<file path="src/rtl/button_event_fsm.sv">
// -----------------------------------------------------------------------------
// button_event_fsm
//
// Turns a debounced, clock-synchronous button level into one-cycle event
// pulses: press, release, single click, double click, long press and
// auto-repeat while the button stays held after a long press.
//
// Parameters
//   LONG_CYCLES   cycles held before a long press is reported (2..65535)
//   GAP_CYCLES    longest release-to-press gap that still forms a double
//                 click (2..65535)
//   REPEAT_CYCLES period of repeat pulses once a long press is active
//                 (2..65535)
//
// Ports
//   clock               rising-edge clock
//   reset               asynchronous, active-high reset
//   btn_level           debounced button level, synchronous to clock
//   enable              low forces the FSM idle and blocks every pulse
//   press_pulse         one-cycle pulse on an accepted press
//   release_pulse       one-cycle pulse on an accepted release
//   click_pulse         one-cycle pulse when a single click is confirmed
//   double_click_pulse  one-cycle pulse when a double click completes
//   long_press_pulse    one-cycle pulse when a hold reaches LONG_CYCLES
//   repeat_pulse        one-cycle pulse every REPEAT_CYCLES during a long hold
//   held                high while the FSM considers the button pressed
//   state_dbg           current state encoding, debug only
// -----------------------------------------------------------------------------
module button_event_fsm #(
  parameter int unsigned LONG_CYCLES   = 16,
  parameter int unsigned GAP_CYCLES    = 8,
  parameter int unsigned REPEAT_CYCLES = 4
) (
  input  logic       clock,
  input  logic       reset,
  input  logic       btn_level,
  input  logic       enable,
  output logic       press_pulse,
  output logic       release_pulse,
  output logic       click_pulse,
  output logic       double_click_pulse,
  output logic       long_press_pulse,
  output logic       repeat_pulse,
  output logic       held,
  output logic [2:0] state_dbg
);

  // Reject parameter values the 16-bit timer cannot represent.
  generate
    if (LONG_CYCLES < 2 || LONG_CYCLES > 65535) begin : g_bad_long
      $error("button_event_fsm: LONG_CYCLES out of range 2..65535");
    end
    if (GAP_CYCLES < 2 || GAP_CYCLES > 65535) begin : g_bad_gap
      $error("button_event_fsm: GAP_CYCLES out of range 2..65535");
    end
    if (REPEAT_CYCLES < 2 || REPEAT_CYCLES > 65535) begin : g_bad_repeat
      $error("button_event_fsm: REPEAT_CYCLES out of range 2..65535");
    end
  endgenerate

  typedef enum logic [2:0] {
    IDLE      = 3'd0,
    PRESSED   = 3'd1,
    LONG_HELD = 3'd2,
    WAIT_GAP  = 3'd3,
    SECOND    = 3'd4
  } state_t;

  // The timer counts cycles spent in the current state starting at 0, so a
  // threshold of N cycles is reached when the timer reads N-1.
  localparam logic [15:0] LONG_LAST   = 16'(LONG_CYCLES - 1);
  localparam logic [15:0] GAP_LAST    = 16'(GAP_CYCLES - 1);
  localparam logic [15:0] REPEAT_LAST = 16'(REPEAT_CYCLES - 1);
  localparam logic [15:0] TIMER_MAX   = 16'hFFFF;

  state_t      state;
  state_t      state_next;
  logic [15:0] timer;
  logic [15:0] timer_next;
  logic        btn_prev;
  logic        rise;
  logic        fall;

  logic        press_next;
  logic        release_next;
  logic        click_next;
  logic        double_next;
  logic        long_next;
  logic        repeat_next;
  logic        held_next;

  assign rise = btn_level & ~btn_prev;
  assign fall = ~btn_level & btn_prev;

  // The previous level is tracked even while disabled, so a button that is
  // already down when enable returns does not look like a fresh press.
  always_ff @(posedge clock or posedge reset) begin
    if (reset) begin
      btn_prev <= 1'b0;
    end else begin
      btn_prev <= btn_level;
    end
  end

  // State, timer and all event outputs are registered together; the pulses
  // decided at an edge are visible for exactly the following cycle.
  always_ff @(posedge clock or posedge reset) begin
    if (reset) begin
      state              <= IDLE;
      timer              <= 16'd0;
      press_pulse        <= 1'b0;
      release_pulse      <= 1'b0;
      click_pulse        <= 1'b0;
      double_click_pulse <= 1'b0;
      long_press_pulse   <= 1'b0;
      repeat_pulse       <= 1'b0;
      held               <= 1'b0;
    end else begin
      state              <= state_next;
      timer              <= timer_next;
      press_pulse        <= press_next;
      release_pulse      <= release_next;
      click_pulse        <= click_next;
      double_click_pulse <= double_next;
      long_press_pulse   <= long_next;
      repeat_pulse       <= repeat_next;
      held               <= held_next;
    end
  end

  // Next-state and pulse decode. Within each state the edge test comes
  // first, so a release or a second press always beats a timer threshold
  // that expires in the same cycle.
  always_comb begin
    state_next   = state;
    timer_next   = (timer == TIMER_MAX) ? timer : timer + 16'd1;
    press_next   = 1'b0;
    release_next = 1'b0;
    click_next   = 1'b0;
    double_next  = 1'b0;
    long_next    = 1'b0;
    repeat_next  = 1'b0;

    if (!enable) begin
      state_next = IDLE;
      timer_next = 16'd0;
    end else begin
      case (state)
        IDLE: begin
          if (rise) begin
            state_next = PRESSED;
            press_next = 1'b1;
          end
        end
        PRESSED: begin
          if (fall) begin
            state_next   = WAIT_GAP;
            release_next = 1'b1;
          end else if (timer == LONG_LAST) begin
            state_next = LONG_HELD;
            long_next  = 1'b1;
          end
        end
        LONG_HELD: begin
          if (fall) begin
            state_next   = IDLE;
            release_next = 1'b1;
          end else if (timer == REPEAT_LAST) begin
            repeat_next = 1'b1;
            timer_next  = 16'd0;
          end
        end
        WAIT_GAP: begin
          if (rise) begin
            state_next = SECOND;
            press_next = 1'b1;
          end else if (timer == GAP_LAST) begin
            state_next = IDLE;
            click_next = 1'b1;
          end
        end
        SECOND: begin
          if (fall) begin
            state_next   = IDLE;
            release_next = 1'b1;
            double_next  = 1'b1;
          end else if (timer == LONG_LAST) begin
            state_next = LONG_HELD;
            long_next  = 1'b1;
          end
        end
        default: begin
          state_next = IDLE;
        end
      endcase
    end

    if (state_next != state) begin
      timer_next = 16'd0;
    end
  end

  // held follows the state being entered so it lines up with the pulses.
  always_comb begin
    held_next = (state_next == PRESSED) || (state_next == LONG_HELD) ||
                (state_next == SECOND);
  end

  assign state_dbg = state;

endmodule

</file>
<file path="config.mk">
export PLATFORM = sky130hd
export DESIGN_NAME = button_event_fsm
export DESIGN_NICKNAME = d
export VERILOG_FILES = /design/src/rtl/button_event_fsm.sv
export SDC_FILE = /design/constraint.sdc
export NUM_CORES = 1
export LEC_CHECK = 0
export ABC_AREA = 0
export CAP_MARGIN = 20
export CORE_MARGIN = 2
export CORE_UTILIZATION = 55
export DETAILED_ROUTE_END_ITERATION = 10
export PLACE_DENSITY_LB_ADDON = 0.05
export SLEW_MARGIN = 20
export SYNTH_ARGS = -nofsm -noshare
export SYNTH_HDL_FRONTEND = slang
export SYNTH_SLANG_ARGS = --single-unit
</file>
<file path="constraint.sdc">
create_clock -name clock -period 2 [get_ports clock]
set_input_delay 0.6 -clock clock [delete_from_list [all_inputs] [get_ports clock]]
set_output_delay 0.6 -clock clock [all_outputs]
set_load 0.01 [all_outputs]
</file>
==> summary.md <==
| Metric | Value |
|---|---|
| Post-Route WL | 3552 um |
| GPL Wtd Cong | 0.9326 |
| Tmin final | 1961 ps |
| Die area | 0.003355 mm^2 |
| Synth cell count leaders | dfrtp_1, nor2_1, nand3_1 |
| Total number of vias | 1,334 |
| Metal3 WL | 148 um |
| Via density | 5.851 |
| Syn Nets | 168 |
| Yosys Warn Count | 0 |
| Reg2Reg Launch Point | timer[14]$_DFF_PP0_ |
| Placed cells | 222 |
| TritonCTS clock tree | done |
| Final slew viol count | 0 |
| Final std cells w/o fill | 228 |
| Max-Slew Margin vs Limit | 71.44% |
| Internal reg-to-reg setup slack | 70 ps |
| Share of cells above drive strength 1 | 32.99% |
| Crit path max-delay family | buffers and inverters |
| WP buf/inv | 1 |
| Post-DRT Antenna Nets | 0 |
| Initial antenna violation count | 0 |
| Post-Route Setup TNS | 0 ps |
| Area growth syn-to-layout | 23.40% |
| # clock sinks | 27 |
| DR pass1 iterations | 4 |
| Initial Util | 57.99% |
| Later-pin clock latency in the skew report | 340 ps |
| F_max | 510.0 MHz |
| Most numerous cell in the Yosys netlist | dfrtp_1 |
| H-tree levels | 1 |
| Min-Delay Endpoint | timer[14]$_DFF_PP0_ |
| Crit path kind | flop to output port |
| Hold Buf Count CTS | 0 |
| Max Buffers Root-to-Sink | 2 |
| Number of port buffers | 13 |
| Dpl hpwl | 2443 um |
| Worst Reg-to-Reg Cells | 6 |
| Worst Skew | 7.002 ps |
| Setup-failing EPs final | 0 |
| Die Y | 57.92 um |
| Type of the most critical hold path | flop to flop |
| Worst hold path cell count | 1 |
| RSZ-0062 raised after global routing | true |
| Max cap viols | 0 |
| Max incr delay on CP | 570 ps |
| Asr flop ratio synth | 100.0% |
| Clock transition at the registers of the reported paths | 140 ps |
| CP required | 1400 ps |
| Final worst path period share | 98.04% |
| Synth Register Bits | 27 |
| Largest net degree at the start of global routing | 28 |
| Uppermost layer routed | met4 |
| Cell taking the most area after synthesis | dfrtp_1 |
| Core ar. | 0.002758 mm^2 |
| Final nets | 203 |
| Area of the mapped netlist | 0.001599 mm^2 |
| CTS root buffer | clkbuf_4 |
| Post-route met1 wirelength | 1738 um |
| Critical path fanouts, max | 7 |
| HP Start | timer[14]$_DFF_PP0_ |
| Ranking of synthesized cells by area | dfrtp_1, nand3_1, nor2_1 |
| Synth top area share | 42.25% |
| Synth cell types | 42 |
| WL/cell | 15.58 um |
| GRT Overall Usage | 24.08% |
| DRC viols | 0 |
| Least-Margin Pin Slew | 425.1 ps |
| Max VDD drop | 0.4741 mV |
| Fin. Hold Viols | 0 |
| Final Util | 71.55% |
| Startpoint types | flop |
| CP Data Arrival Time | 1360 ps |
| CTS buffer count | 3 |
| # IOs | 14 |
| Worst setup EP type | output port |
| Number of cell rows | 19 |
| Outcome | completed |
| Worst-path cell chain | clkdlybuf4s50_1 |
| Cells after synthesis | 163 |
| Pwr Total | 955.9 uW |
| Post-synthesis area per instance | 9.810 um^2 |
| Grt ovf | 0 |
| Die W | 57.92 um |
| DRT iter0 DRCs | 42 |
| Number of synthesized flops with an enable pin | 0 |
| Cell Pwr Density | 484.4 mW/mm^2 |
| Slowest cell on crit path | clkdlybuf4s50_1 |
| Leak Pwr | 0.0008385 uW |
| Vias in the first global route | 1,277 |
| Antenna Cells | 0 |
| First-pass GRT wire length | 6072 um |
| Reg-to-reg endpoint | timer[9]$_DFF_PP0_ |
| Synth Flop Type | dfrtp_1 |
| WL met2 | 1610 um |
| Seq/Total Area, Yosys | 42.25% |
==> through the flow <==
step | hold WS, ps | setup WS [ps] | cell area (um^2)
4_1_cts | 562.0 | 2.274 | 1924
3_5_place_dp | 548.0 | -483.0 | 1857
2_1_floorplan | 490.0 | 160.9 | 1599
3_3_place_gp | 529.8 | -384.6 | 1857
6_report | 535.4 | 39.26 | 1973
5_1_grt | 545.6 | -15.14 | 1973
==> placed cells by master (no fill, tap or decap), types with 4 or more instances in the layout <==
master	n
dfrtp_1	21
buf_4	20
nor2_1	15
nand3_1	14
clkdlybuf4s50_1	10
nand2_1	9
o21ai_0	7
nor2_2	7
xor2_1	6
dfrtp_2	6
nor2b_1	5
nand4_1	5
nor3_1	5
and3_1	5
nor4_2	4
mux2i_1	4
nor2_4	4
a31oi_1	4
==> registers in the layout (all words and copies together) (netlist names) <==
register / cells
timer: 16
release_pulse: 1
state_dbg: 3
long_press_pulse: 1
click_pulse: 1
btn_prev: 1
double_click_pulse: 1
held: 1
press_pulse: 1
repeat_pulse: 1
==> metal layers <==
metal | vias to the layer above | track usage (%)
li1 | 657 | -
met1 | 645 | 36.52
met3 | 5 | 3.125
met4 | 0 | 10.30
met2 | 27 | 34.58
met5 | - | 0
==> report_power, final <==
group | internal, uW | switching [uW] | leakage, uW | total (uW)
combinational | 67.8 | 81.3 | 0.000462 | 149
clock | 78.5 | 161 | 0.0000150 | 240
sequential | 557 | 10.3 | 0.000362 | 567
==> worst max-delay path by stage <==
stage                            from                  end  slack [ps]  cells past startpoint
6_report       state_dbg[0]$_DFF_PP0_         state_dbg[0]          40                      1
5_1_grt           timer[11]$_DFF_PP0_       held$_DFF_PP0_         -20                      8
4_1_cts           timer[14]$_DFF_PP0_       held$_DFF_PP0_           2                      8
3_5_place_dp                btn_level   timer[0]$_DFF_PP0_        -480                      7
3_3_place_gp                btn_level  timer[14]$_DFF_PP0_        -380                      7
2_1_floorplan      timer[0]$_DFF_PP0_   timer[8]$_DFF_PP0_         160                      8
==> what timing repair did <==
action,CTS,global route
resized for setup,12,7
pin swaps,2,3
buffers inserted,0,1
gates cloned,1,0
setup endpoints to repair,21,12
hold endpoints to repair,0,0
==> cell type report <==
cell class,count,area (um^2)
clock buffer,4,26.28
fill,225,784.5
inverter,3,11.26
multi-input combinational,129,913.4
sequential,27,683.2
tap,31,38.79
timing repair buffer,34,300.3
==> kinds of logic (layout without fill, tap and decap cells) <==
| kind of cell | after synthesis | in the layout | share of synthesized area (%) |
|---|---|---|---|
| and+or+nand+nor | 89 | 89 | 33.49 |
| adders and majority gates | 1 | 1 | 0.7823 |
| DFF | 27 | 27 | 42.25 |
| buffers and inverters | 8 | 41 | 4.538 |
| muxes | 4 | 4 | 2.504 |
| xor gates and xnor gates | 9 | 9 | 4.930 |
| AOI/OAI and AO/OA | 25 | 26 | 11.50 |
Note: power is estimated with default switching activity, not from simulation.
